[src/rtl/word_splitter_pkg.sv]
// Shared types and widths for the 64-to-32 bit word splitter.
package word_splitter_pkg;

    localparam int IN_W  = 64;
    localparam int OUT_W = 32;

    typedef enum logic [1:0] {
        IDLE   = 2'd0,
        FIRST  = 2'd1,
        SECOND = 2'd2
    } state_t;

    // Selects the upper (upper = 1) or lower half of a full-width word.
    function automatic logic [OUT_W-1:0] word_half(input logic [IN_W-1:0] word,
                                                   input logic upper);
        return upper ? word[IN_W-1:OUT_W] : word[OUT_W-1:0];
    endfunction

endpackage

[src/rtl/word_splitter_fifo.sv]
// Synchronous FIFO buffering full-width words ahead of the splitter FSM.
// Head data is read combinationally so a pop can load it in the same cycle.
module word_splitter_fifo
    import word_splitter_pkg::*;
#(
    parameter int DEPTH = 4,
    parameter int WIDTH = IN_W
) (
    input  logic                     clk,
    input  logic                     reset,
    input  logic                     push,
    input  logic [WIDTH-1:0]         push_data,
    input  logic                     pop,
    output logic [WIDTH-1:0]         head,
    output logic [$clog2(DEPTH):0]   level,
    output logic                     full,
    output logic                     empty
);

    localparam int PTR_W = $clog2(DEPTH);
    localparam int LVL_W = PTR_W + 1;

    logic [WIDTH-1:0] mem [DEPTH];
    logic [PTR_W-1:0] wr_ptr_reg;
    logic [PTR_W-1:0] rd_ptr_reg;
    logic [LVL_W-1:0] level_reg;
    logic             push_ok;
    logic             pop_ok;

    assign full    = (level_reg == LVL_W'(DEPTH));
    assign empty   = (level_reg == '0);
    assign push_ok = push && !full;
    assign pop_ok  = pop && !empty;
    assign head    = mem[rd_ptr_reg];
    assign level   = level_reg;

    always_ff @(posedge clk) begin
        if (push_ok) begin
            mem[wr_ptr_reg] <= push_data;
        end
    end

    // Pointers wrap naturally at DEPTH since DEPTH is a power of two.
    always_ff @(posedge clk or negedge reset) begin
        if (!reset) begin
            wr_ptr_reg <= '0;
            rd_ptr_reg <= '0;
            level_reg  <= '0;
        end else begin
            if (push_ok) begin
                wr_ptr_reg <= wr_ptr_reg + PTR_W'(1);
            end
            if (pop_ok) begin
                rd_ptr_reg <= rd_ptr_reg + PTR_W'(1);
            end
            case ({push_ok, pop_ok})
                2'b10:   level_reg <= level_reg + LVL_W'(1);
                2'b01:   level_reg <= level_reg - LVL_W'(1);
                default: level_reg <= level_reg;
            endcase
        end
    end

endmodule

[src/rtl/word_splitter.sv]
// Buffers 64-bit strobed words and serialises each into two 32-bit beats.
// Define WORD_SPLITTER_HIGH_FIRST_EN to send the upper half first.
module word_splitter
    import word_splitter_pkg::*;
#(
    parameter int DEPTH = 4
) (
    input  logic                   clk,
    input  logic                   reset,
    input  logic [IN_W-1:0]        din,
    input  logic                   din_available,
    output logic [OUT_W-1:0]       dout,
    output logic                   dout_valid,
    input  logic                   dout_ready,
    output logic [$clog2(DEPTH):0] fifo_level,
    output logic                   overflow,
    input  logic                   clear_overflow
);

`ifdef WORD_SPLITTER_HIGH_FIRST_EN
    localparam logic FIRST_UPPER  = 1'b1;
`else
    localparam logic FIRST_UPPER  = 1'b0;
`endif
    localparam logic SECOND_UPPER = !FIRST_UPPER;

    state_t           state_reg;
    state_t           state_next;
    logic [IN_W-1:0]  hold_reg;
    logic [IN_W-1:0]  hold_next;
    logic [OUT_W-1:0] dout_reg;
    logic [OUT_W-1:0] dout_next;
    logic             dout_valid_reg;
    logic             dout_valid_next;
    logic             overflow_reg;
    logic             overflow_next;

    logic             fifo_push;
    logic             fifo_pop;
    logic [IN_W-1:0]  fifo_head;
    logic             fifo_full;
    logic             fifo_empty;
    logic             drop;

    // Fullness is judged on the registered level, so a same-cycle pop never rescues a word.
    assign drop      = din_available && fifo_full;
    assign fifo_push = din_available && !fifo_full;

    word_splitter_fifo #(
        .DEPTH (DEPTH),
        .WIDTH (IN_W)
    ) u_fifo (
        .clk       (clk),
        .reset     (reset),
        .push      (fifo_push),
        .push_data (din),
        .pop       (fifo_pop),
        .head      (fifo_head),
        .level     (fifo_level),
        .full      (fifo_full),
        .empty     (fifo_empty)
    );

    always_ff @(posedge clk or negedge reset) begin
        if (!reset) begin
            state_reg <= IDLE;
        end else begin
            state_reg <= state_next;
        end
    end

    always_comb begin
        state_next = state_reg;
        case (state_reg)
            IDLE:    if (!fifo_empty) state_next = FIRST;
            FIRST:   if (dout_ready)  state_next = SECOND;
            SECOND:  if (dout_ready)  state_next = fifo_empty ? IDLE : FIRST;
            default: state_next = IDLE;
        endcase
    end

    always_comb begin
        fifo_pop        = 1'b0;
        hold_next       = hold_reg;
        dout_next       = dout_reg;
        dout_valid_next = dout_valid_reg;
        case (state_reg)
            IDLE: begin
                if (!fifo_empty) begin
                    fifo_pop        = 1'b1;
                    hold_next       = fifo_head;
                    dout_next       = word_half(fifo_head, FIRST_UPPER);
                    dout_valid_next = 1'b1;
                end else begin
                    dout_valid_next = 1'b0;
                end
            end
            FIRST: begin
                if (dout_ready) begin
                    dout_next = word_half(hold_reg, SECOND_UPPER);
                end
            end
            SECOND: begin
                // Chain straight into the next word so back-to-back beats have no bubble.
                if (dout_ready) begin
                    if (!fifo_empty) begin
                        fifo_pop        = 1'b1;
                        hold_next       = fifo_head;
                        dout_next       = word_half(fifo_head, FIRST_UPPER);
                        dout_valid_next = 1'b1;
                    end else begin
                        dout_valid_next = 1'b0;
                    end
                end
            end
            default: begin
                dout_valid_next = 1'b0;
            end
        endcase
    end

    always_comb begin
        overflow_next = overflow_reg;
        if (drop) begin
            overflow_next = 1'b1;
        end else if (clear_overflow) begin
            overflow_next = 1'b0;
        end
    end

    always_ff @(posedge clk or negedge reset) begin
        if (!reset) begin
            hold_reg       <= '0;
            dout_reg       <= '0;
            dout_valid_reg <= 1'b0;
            overflow_reg   <= 1'b0;
        end else begin
            hold_reg       <= hold_next;
            dout_reg       <= dout_next;
            dout_valid_reg <= dout_valid_next;
            overflow_reg   <= overflow_next;
        end
    end

    assign dout       = dout_reg;
    assign dout_valid = dout_valid_reg;
    assign overflow   = overflow_reg;

endmodule

[config.mk]
export PLATFORM = sky130hd
export DESIGN_NAME = word_splitter
export DESIGN_NICKNAME = d
export VERILOG_FILES = /design/src/rtl/word_splitter_pkg.sv /design/src/rtl/word_splitter_fifo.sv /design/src/rtl/word_splitter.sv
export SDC_FILE = /design/constraint.sdc
export NUM_CORES = 1
export LEC_CHECK = 0
export CAP_MARGIN = 20
export CORE_MARGIN = 8
export CORE_UTILIZATION = 35
export DETAILED_ROUTE_END_ITERATION = 10
export PLACE_DENSITY = 0.65
export RECOVER_POWER = 50
export SYNTH_ARGS = -nofsm -noshare
export SYNTH_HDL_FRONTEND = slang
export SYNTH_SLANG_ARGS = --single-unit
[constraint.sdc]
create_clock -name clk -period 3.7 [get_ports clk]
set_input_delay 0.37 -clock clk [delete_from_list [all_inputs] [get_ports clk]]
set_output_delay 0.37 -clock clk [all_outputs]
set_load 0.02 [all_outputs]
==> impl_metrics.ini, run 1 <==
[synthesis]
ys.flop_type = edfxtp_1
syn_inst = 559
synth_edf_count = 256
postSynthRegisterBits = 331
synth_area_per_cell_um2 = 22.4
synth.distinct_cells = 28
synth.yosys.seq_area_share_pct = 76.3
synth-warning-count = 0
netlist_area_um2 = 12500
syn_nets = 634
async_reset_ff_share_pct = 22.7

[floorplanning]
num_io_pins = 106
start_util_pct = 35.4
std_cell_rows = 69
core-area_um2 = 35400
die_h_um = 205
dieArea_um2 = 42100
die_w_um = 205

[routing]
antenna_left = 0
num_vias = 5703
via_per_inst = 4.85
drtIter0Drc = 290
drc = 0
drt-wirelength-per-cell_um = 21.2
drt_wl_total_um = 24900
drtPass1Iterations = 6

[final_layout]
multiInputGateArea_um2 = 2850
layout.nets = 764
seq_area_um2 = 9570
largest_register_ff_count = 256
num-fill-cells = 3096
syn2layout_area_growth_pct = 22.1
drive_gt1_share_pct = 32.4

[worst_setup_path]
slowest_delay_ns = 0.68
startpoint = u_fifo.level[0]$_DFFE_PN0P_
r2r-end = u_fifo.mem[3][38]$_DFFE_PP_
crit_family = simple AND/OR/NAND/NOR gates
r2r_slack_ns = 1.22
cp_num_buf_inv = 1
slowest_stage = a21boi_0
arrival_ns = 2.67
worstSetupStartpointType = flop
required_ns = 3.89
r2r_cells = 4
crit_chain = nor2_1 > a21boi_0 > and2_4 > buf_12
r2r_start = u_fifo.level[0]$_DFFE_PN0P_
worstSetupEndpoint = u_fifo.mem[3][38]$_DFFE_PP_
critical_path_depth = 4
cp-end-kind = flop
critPathKind = reg2reg
critPathMaxFanout = 35

[timing]
rsz0062_at_grt = no
drv_slew = 60
max-slew-margin-rel_pct = -13.0
fmax_mhz = 404
tns_ns = 0
hold_viol = 0
final.min_clock_period_ns = 2.48
report.final.setup_viol = 0
tightest_slew_ns = 1.69
layout_worst_path_cycle_share_pct = 67.0
finalClockSkew_ns = 0.0104

[cts]
clkLatencyLatePin_ns = 0.50
clk_pin_slew_ns = 0.06
cts_hold_buffers = 0
cts_setup_buffers = 0
cts_buffer_depth = 3
cts_made_buffers = 35
cts_resized = 0
htree_num_levels = 2
cts_tree = done
root_buffer = clkbuf_16
clock_sinks = 331

[run_status]
status = complete, but fails checks
violations = capacitance limit, slew limit

[worst_hold_path]
hold_class = in2async

[placement]
routabilityCongestion = 0.668
portBuffers = 105
dp_hpwl_um = 14400

[power]
ir_drop_uv = 415
totalPowerFinal_w = 0.0131
p_leak_nw = 5.22
p_per_area_nw_per_um2 = 853

[grt]
grt_pass1_wl_um = 38400
grt_pass1_vias = 6340
antenna_found_initial = 7
grt_max_degree = 65
overflow = 0
grt.total_usage_pct = 12.0

[flow_run]
maxCapViolCount = 1
cells in the mapped netlist, types with 2 or more instances:
| library cell | count | area share, % |
|---|---|---|
| nor2b_1 | 2 | 0.10 |
| inv_1 | 8 | 0.24 |
| edfxtp_1 | 256 | 61 |
| dfrtp_1 | 75 | 15 |
| ha_1 | 5 | 0.50 |
| buf_1 | 3 | 0.090 |
| buf_2 | 9 | 0.36 |
| buf_4 | 3 | 0.18 |
| mux4_2 | 64 | 11 |
| xnor2_1 | 2 | 0.14 |
| a21o_1 | 2 | 0.12 |
| nand2b_1 | 2 | 0.10 |
| o21ai_0 | 3 | 0.12 |
| and2_1 | 4 | 0.20 |
| buf_6 | 2 | 0.18 |
| nor2_1 | 2 | 0.060 |
| xor2_1 | 4 | 0.28 |
| clkbuf_1 | 7 | 0.21 |
| mux2_2 | 97 | 8.7 |
layout by cell type, fill, tap and decap left out, types with 3 or more instances in the layout:
master / count
and2_4: 4
buf_12: 6
buf_4: 5
clkbuf_1: 11
clkbuf_16: 35
clkbuf_8: 7
clkdlybuf4s50_1: 27
clkinv_2: 4
dfrtp_1: 73
dlygate4sd3_1: 77
edfxtp_1: 256
ha_1: 5
inv_1: 8
mux2_2: 97
mux4_2: 64
o21ai_0: 3
xor2_1: 4
worst reg2reg max path: stages, from the launching register on:
cell      delay (ns)
dfrtp_1         0.43
nor2_1          0.08
a21boi_0        0.68
and2_4          0.64
buf_12          0.31
worst min-delay path by stage:
stage / to / slack, ns / depth (start not counted)
after CTS: dout[24]$_DFFE_PN0P_ / 0.03 / 1
final: dout[24]$_DFFE_PN0P_ / 0.32 / 1
after global routing: overflow$_DFFE_PN0P_ / 0.45 / 2
after floorplan: dout[0]$_DFFE_PN0P_ / 0.07 / 0
after detailed placement: hold_reg[32]$_DFFE_PN0P_ / 0.49 / 1
after global placement: hold_reg[54]$_DFFE_PN0P_ / 0.49 / 1
per-layer routing:
layer / GRT usage, % / vias up / wire, µm
met1: 14.9 / 3006 / 10400
met2: 21.0 / 126 / 12700
met4: 2.68 / 4 / 445
met5: 0 / - / 25
met3: 3.07 / 43 / 1270
li1: - / 2524 / -
logic make-up after synthesis:
family                   after synthesis  share of synthesized area [%]
buffers and inverters                 32                           1.26
flip-flops                           331                           76.3
AO/OA/AOI/OAI                          7                          0.369
adder cells (fa/ha/maj)                6                          0.659
AND/OR/NAND/NOR                       16                          0.778
multiplexers                         161                           20.2
XOR/XNOR                               6                          0.419
cell type report:
class                      instances  area share, %
multi-input combinational        196           18.6
tap                              461           3.77
inverter                           8          0.196
clock buffer                      52           6.60
antenna                            1         0.0164
timing repair buffer             117           7.89
clock inverter                     9          0.335
sequential                       331           62.6
where the power goes:
part           switching (W)  leakage, nW  internal (W)  total (W)
combinational        0.00195         1.48       0.00229    0.00425
sequential          0.000468         3.22       0.00511    0.00557
clock                0.00135        0.517       0.00189    0.00323
total                0.00377         5.22       0.00929     0.0131
through the flow:
stage          hold slack (ns)  utilization, %  cells  area [µm²]  setup WS, ns
2_1_floorplan           0.0744               -    559       12500         0.771
3_3_place_gp             0.487            40.2   1113       14200          1.08
3_5_place_dp             0.492            40.2   1113       14200          1.07
4_1_cts                 0.0259            43.2   1174       15300          1.41
5_1_grt                  0.450            43.2   1174       15300         0.896
6_report                 0.315            43.2   1175       15300          1.22
Power figures use the tool's default switching activity.
==> run 2, diff against run 1 <==
Clock period 3.7 ns to 2.5 ns, I/O delays scaled along.
==> run 2 against run 1 <==
Effect of this change:
- the run now ends clean
- critical path depth is 1 higher
- die area did not move
- first-iteration DRC count increased by 7.6%
==> impl_metrics.ini, run 2 (same netlist as run 1, synthesis figures left out) <==
[flow_run]
maxCapViolCount = 0

[final_layout]
drive_gt1_share_pct = 33.9
final_cell_mix = edfxtp_1, mux2_2, dfrtp_1
layout.nets = 781
final_util_pct = 44.2
largest_register_ff_count = 256
final_common_cell = edfxtp_1
syn2layout_area_growth_pct = 24.9

[routing]
drtIter0Drc = 312
drtPass1Iterations = 4
num_vias = 5841
drc = 0
antenna_left = 0
via_per_inst = 4.87
drt-wirelength-per-cell_um = 21.2
drt_wl_total_um = 25400

[timing]
setup_ws_ns = 0.335
hold_viol = 0
report.final.setup_viol = 0
tightest_slew_ns = 1.24
fmax_mhz = 462
finalClockSkew_ns = 0.0185
layout_worst_path_cycle_share_pct = 86.6
final.min_clock_period_ns = 2.17
tns_ns = 0
rsz0062_at_grt = no
drv_slew = 0
max-slew-margin-rel_pct = 17.4

[cts]
clkLatencyLatePin_ns = 0.51
root_buffer = clkbuf_16
htree_num_levels = 2
clock_sinks = 331
cts_resized = 0
cts_made_buffers = 37
cts_buffer_depth = 3
clk_pin_slew_ns = 0.06
cts_tree = done

[grt]
grt_pass1_vias = 6568
grt.total_usage_pct = 12.2
overflow = 0
antenna_found_initial = 6
grt_max_degree = 44
grt_pass1_wl_um = 39500

[worst_setup_path]
critPathMaxFanout = 24
cp-end-kind = flop
arrival_ns = 2.32
worstSetupStartpointType = flop
required_ns = 2.65
critPathKind = reg2reg

[run_status]
status = finished, final reports clean

[floorplanning]
core-area_um2 = 35400
dieArea_um2 = 42100
start_util_pct = 35.4
num_io_pins = 106
die_w_um = 205
std_cell_rows = 69
die_h_um = 205

[power]
p_per_area_nw_per_um2 = 1290
ir_drop_uv = 640
p_leak_nw = 5.39

[placement]
dp_hpwl_um = 15100
routabilityCongestion = 0.688
portBuffers = 105
place_ws_ns = 0.321

[worst_hold_path]
hold_class = in2reg
## run 2: changes by cell type in the layout (fill, tap and decap cells not counted), moves of 3 or more
cell,before,now
clkbuf_16,35,39
bufinv_16,0,3
buf_12,6,13
clkbuf_8,7,3
dlygate4sd3_1,77,65
clkdlybuf4s50_1,27,40
buf_4,5,10
## run 2: routing by layer
| layer | up-vias | wire (µm) | GRT usage, % |
|---|---|---|---|
| met2 | 130 | 12800 | 20.9 |
| met4 | 10 | 492 | 2.88 |
| li1 | 2568 | - | - |
| met5 | - | 58 | 0 |
| met3 | 49 | 1450 | 3.37 |
| met1 | 3084 | 10600 | 15.3 |
## run 2: path summary, 6_finish.rpt
kind                                             start  depth (start not counted)                                to  slack, ns
max                        u_fifo.level[0]$_DFFE_PN0P_                          5        u_fifo.mem[1][8]$_DFFE_PP_       0.33
min                                     clear_overflow                          2              overflow$_DFFE_PN0P_       0.34
max reg2reg                u_fifo.level[0]$_DFFE_PN0P_                          5        u_fifo.mem[1][8]$_DFFE_PP_       0.33
min reg2reg                       dout[11]$_DFFE_PN0P_                          1              dout[11]$_DFFE_PN0P_       0.50
max in group asynchronous                        reset                          3  u_fifo.rd_ptr_reg[0]$_DFFE_PN0P_       0.56
min in group asynchronous                        reset                          2              dout[20]$_DFFE_PN0P_       0.52
## run 2: what timing repair did
| action | CTS | global route |
|---|---|---|
| buffers inserted | 0 | 0 |
| endpoints found under the hold margin | 38 | 0 |
| endpoints found under the setup margin | 0 | 0 |
| hold buffers | 1 | 0 |
## run 2: critical path, stage by stage, from the launching register on
cell,delay (ns)
dfrtp_1,0.42
nor2_1,0.07
a21boi_0,0.28
clkbuf_1,0.32
and2_0,0.28
clkbuf_4,0.44
## run 2: area by class of cell
type	count	area, µm²
Antenna cell	3	7.51
Clock buffer	52	1050
Clock inverter	16	161
Fill cell	3047	19700
Inverter	8	30.0
Multi-Input combinational cell	196	2850
Sequential cell	331	9570
Tap cell	461	577
Timing Repair Buffer	132	1410
## run 2: report_power, final
part           internal [W]  total (W)  switching [W]  leakage, nW
registers           0.00756    0.00818       0.000617         3.22
clock network       0.00326    0.00535        0.00209        0.599
logic               0.00368    0.00675        0.00307         1.57
## run 2: through the flow
step / cells / hold slack (ns) / cell area, µm² / power (W)
CTS: 1196 / 0.314 / 15700 / 0.0207
floorplan: 559 / -0.0456 / 12500 / 0.0126
global placement: 1127 / 0.321 / 14500 / 0.0151
detailed placement: 1127 / 0.318 / 14500 / 0.0153
global route: 1197 / 0.369 / 15700 / 0.0214
finish: 1199 / 0.335 / 15700 / 0.0203
==> run 3, diff against run 2 <==
Settings changed: CTS_BUF_LIST set to sky130_fd_sc_hd__clkbuf_8.
==> run 3 against run 2 <==
Effect of this change:
- non-clock buffer count stayed put
- power is 3.7% lower
- fmax is 1.4% lower
- wire length is 0.93% higher
- sequential share of layout area is 0.55 points higher
- die area stayed put
- setup slack worse by 0.032 ns
- clock skew is 0.0049 ns higher
- first-iteration DRC count is 23% lower
==> impl_metrics.ini, run 3 (same netlist as run 1, synthesis figures left out) <==
[worst_setup_path]
crit_chain = nor2_1 > a21boi_0 > clkbuf_1 > and2_0 > clkbuf_4
r2r_slack_ns = 0.30
critPathMaxFanout = 24
required_ns = 2.71
crit_family = buffers and inverters
worstSetupStartpointType = flop
cp_num_buf_inv = 2
critPathKind = reg2reg
slowest_stage = clkbuf_4
cp-end-kind = flop
arrival_ns = 2.41
slowest_delay_ns = 0.44

[grt]
grt_max_degree = 44
grt_pass1_wl_um = 39500
antenna_found_initial = 6
grt_pass1_vias = 6764
overflow = 0
grt.total_usage_pct = 12.3

[timing]
report.final.setup_viol = 0
hold_viol = 0
tns_ns = 0
setup_ws_ns = 0.303
finalClockSkew_ns = 0.0234
max-slew-margin-rel_pct = 17.1
final.min_clock_period_ns = 2.20
fmax_mhz = 455
rsz0062_at_grt = no
layout_worst_path_cycle_share_pct = 87.9
tightest_slew_ns = 1.24
drv_slew = 0

[floorplanning]
start_util_pct = 35.4
dieArea_um2 = 42100
std_cell_rows = 69
core-area_um2 = 35400
die_h_um = 205
num_io_pins = 106
die_w_um = 205

[placement]
portBuffers = 105
dpl_cell_area_um2 = 14500
dpl.cell_count = 1127
place_ws_ns = 0.321
routabilityCongestion = 0.688
dp_hpwl_um = 15100

[routing]
drt-wirelength-per-cell_um = 20.9
antenna_left = 0
drt_wl_total_um = 25600
drtIter0Drc = 241
num_vias = 5844
via_per_inst = 4.76
drc = 0
drtPass1Iterations = 4

[power]
p_leak_nw = 5.42
ir_drop_uv = 805
p_per_area_nw_per_um2 = 1260

[final_layout]
layout.nets = 797
drive_gt1_share_pct = 35.0
final_cell_mix = edfxtp_1, mux2_2, dfrtp_1
fin_cells = 1228
final_area_um2 = 15500
num-fill-cells = 3073
syn2layout_area_growth_pct = 23.8
largest_register_ff_count = 256
final_common_cell = edfxtp_1

[cts]
cts_tree = done
cts_resized = 0
clkLatencyLatePin_ns = 0.58
htree_num_levels = 2
cts_buffer_depth = 3
root_buffer = clkbuf_8
cts_hold_buffers = 1
cts_made_buffers = 53
clk_pin_slew_ns = 0.07
cts_setup_buffers = 0
clock_sinks = 331

[flow_run]
maxCapViolCount = 0

[run_status]
status = finished, final reports clean

[worst_hold_path]
hold_class = in2reg
==> run 3: path summary, 6_finish.rpt <==
path / startpoint / end / cells past startpoint
setup / recovery: u_fifo.level[0]$_DFFE_PN0P_ / u_fifo.mem[1][40]$_DFFE_PP_ / 5
hold / removal: clear_overflow / overflow$_DFFE_PN0P_ / 2
setup reg to reg: u_fifo.level[0]$_DFFE_PN0P_ / u_fifo.mem[1][40]$_DFFE_PP_ / 5
hold reg to reg: hold_reg[51]$_DFFE_PN0P_ / hold_reg[51]$_DFFE_PN0P_ / 1
max in group asynchronous: reset / u_fifo.rd_ptr_reg[1]$_DFFE_PN0P_ / 2
min in group asynchronous: reset / dout[20]$_DFFE_PN0P_ / 2
==> run 3: final cells by class <==
type                    count  area [µm²]  area share [%]
clock inverters            39         243            1.56
clock buffers              60         826            5.32
inverters                   8        30.0           0.193
well taps                 461         577            3.72
repair buffers            132        1420            9.17
diodes                      1        2.50          0.0161
multi-input cells         196        2850            18.3
flip-flops and latches    331        9570            61.7
==> run 3: metal layers <==
layer  track usage [%]  vias up  share of wire (%)
li1                  -     2596                  -
met5                 0        -               0.23
met3              3.56       51                5.6
met4              3.78       10                1.7
met2              20.7      134                 50
met1              15.3     3053                 42
==> run 3: per-stage QoR <==
step | hold WS, ns | utilization [%] | power, W
2_1_floorplan | -0.0456 | - | 0.0126
3_3_place_gp | 0.321 | 40.9 | 0.0151
3_5_place_dp | 0.318 | 40.9 | 0.0153
4_1_cts | 0.210 | 43.9 | 0.0200
5_1_grt | 0.279 | 43.8 | 0.0206
6_report | 0.268 | 43.8 | 0.0195
==> run 3: report_power, final <==
| group | total (W) | switching [W] | internal (W) |
|---|---|---|---|
| registers | 0.00817 | 0.000613 | 0.00756 |
| logic | 0.00675 | 0.00307 | 0.00368 |
| clock network | 0.00460 | 0.00209 | 0.00251 |
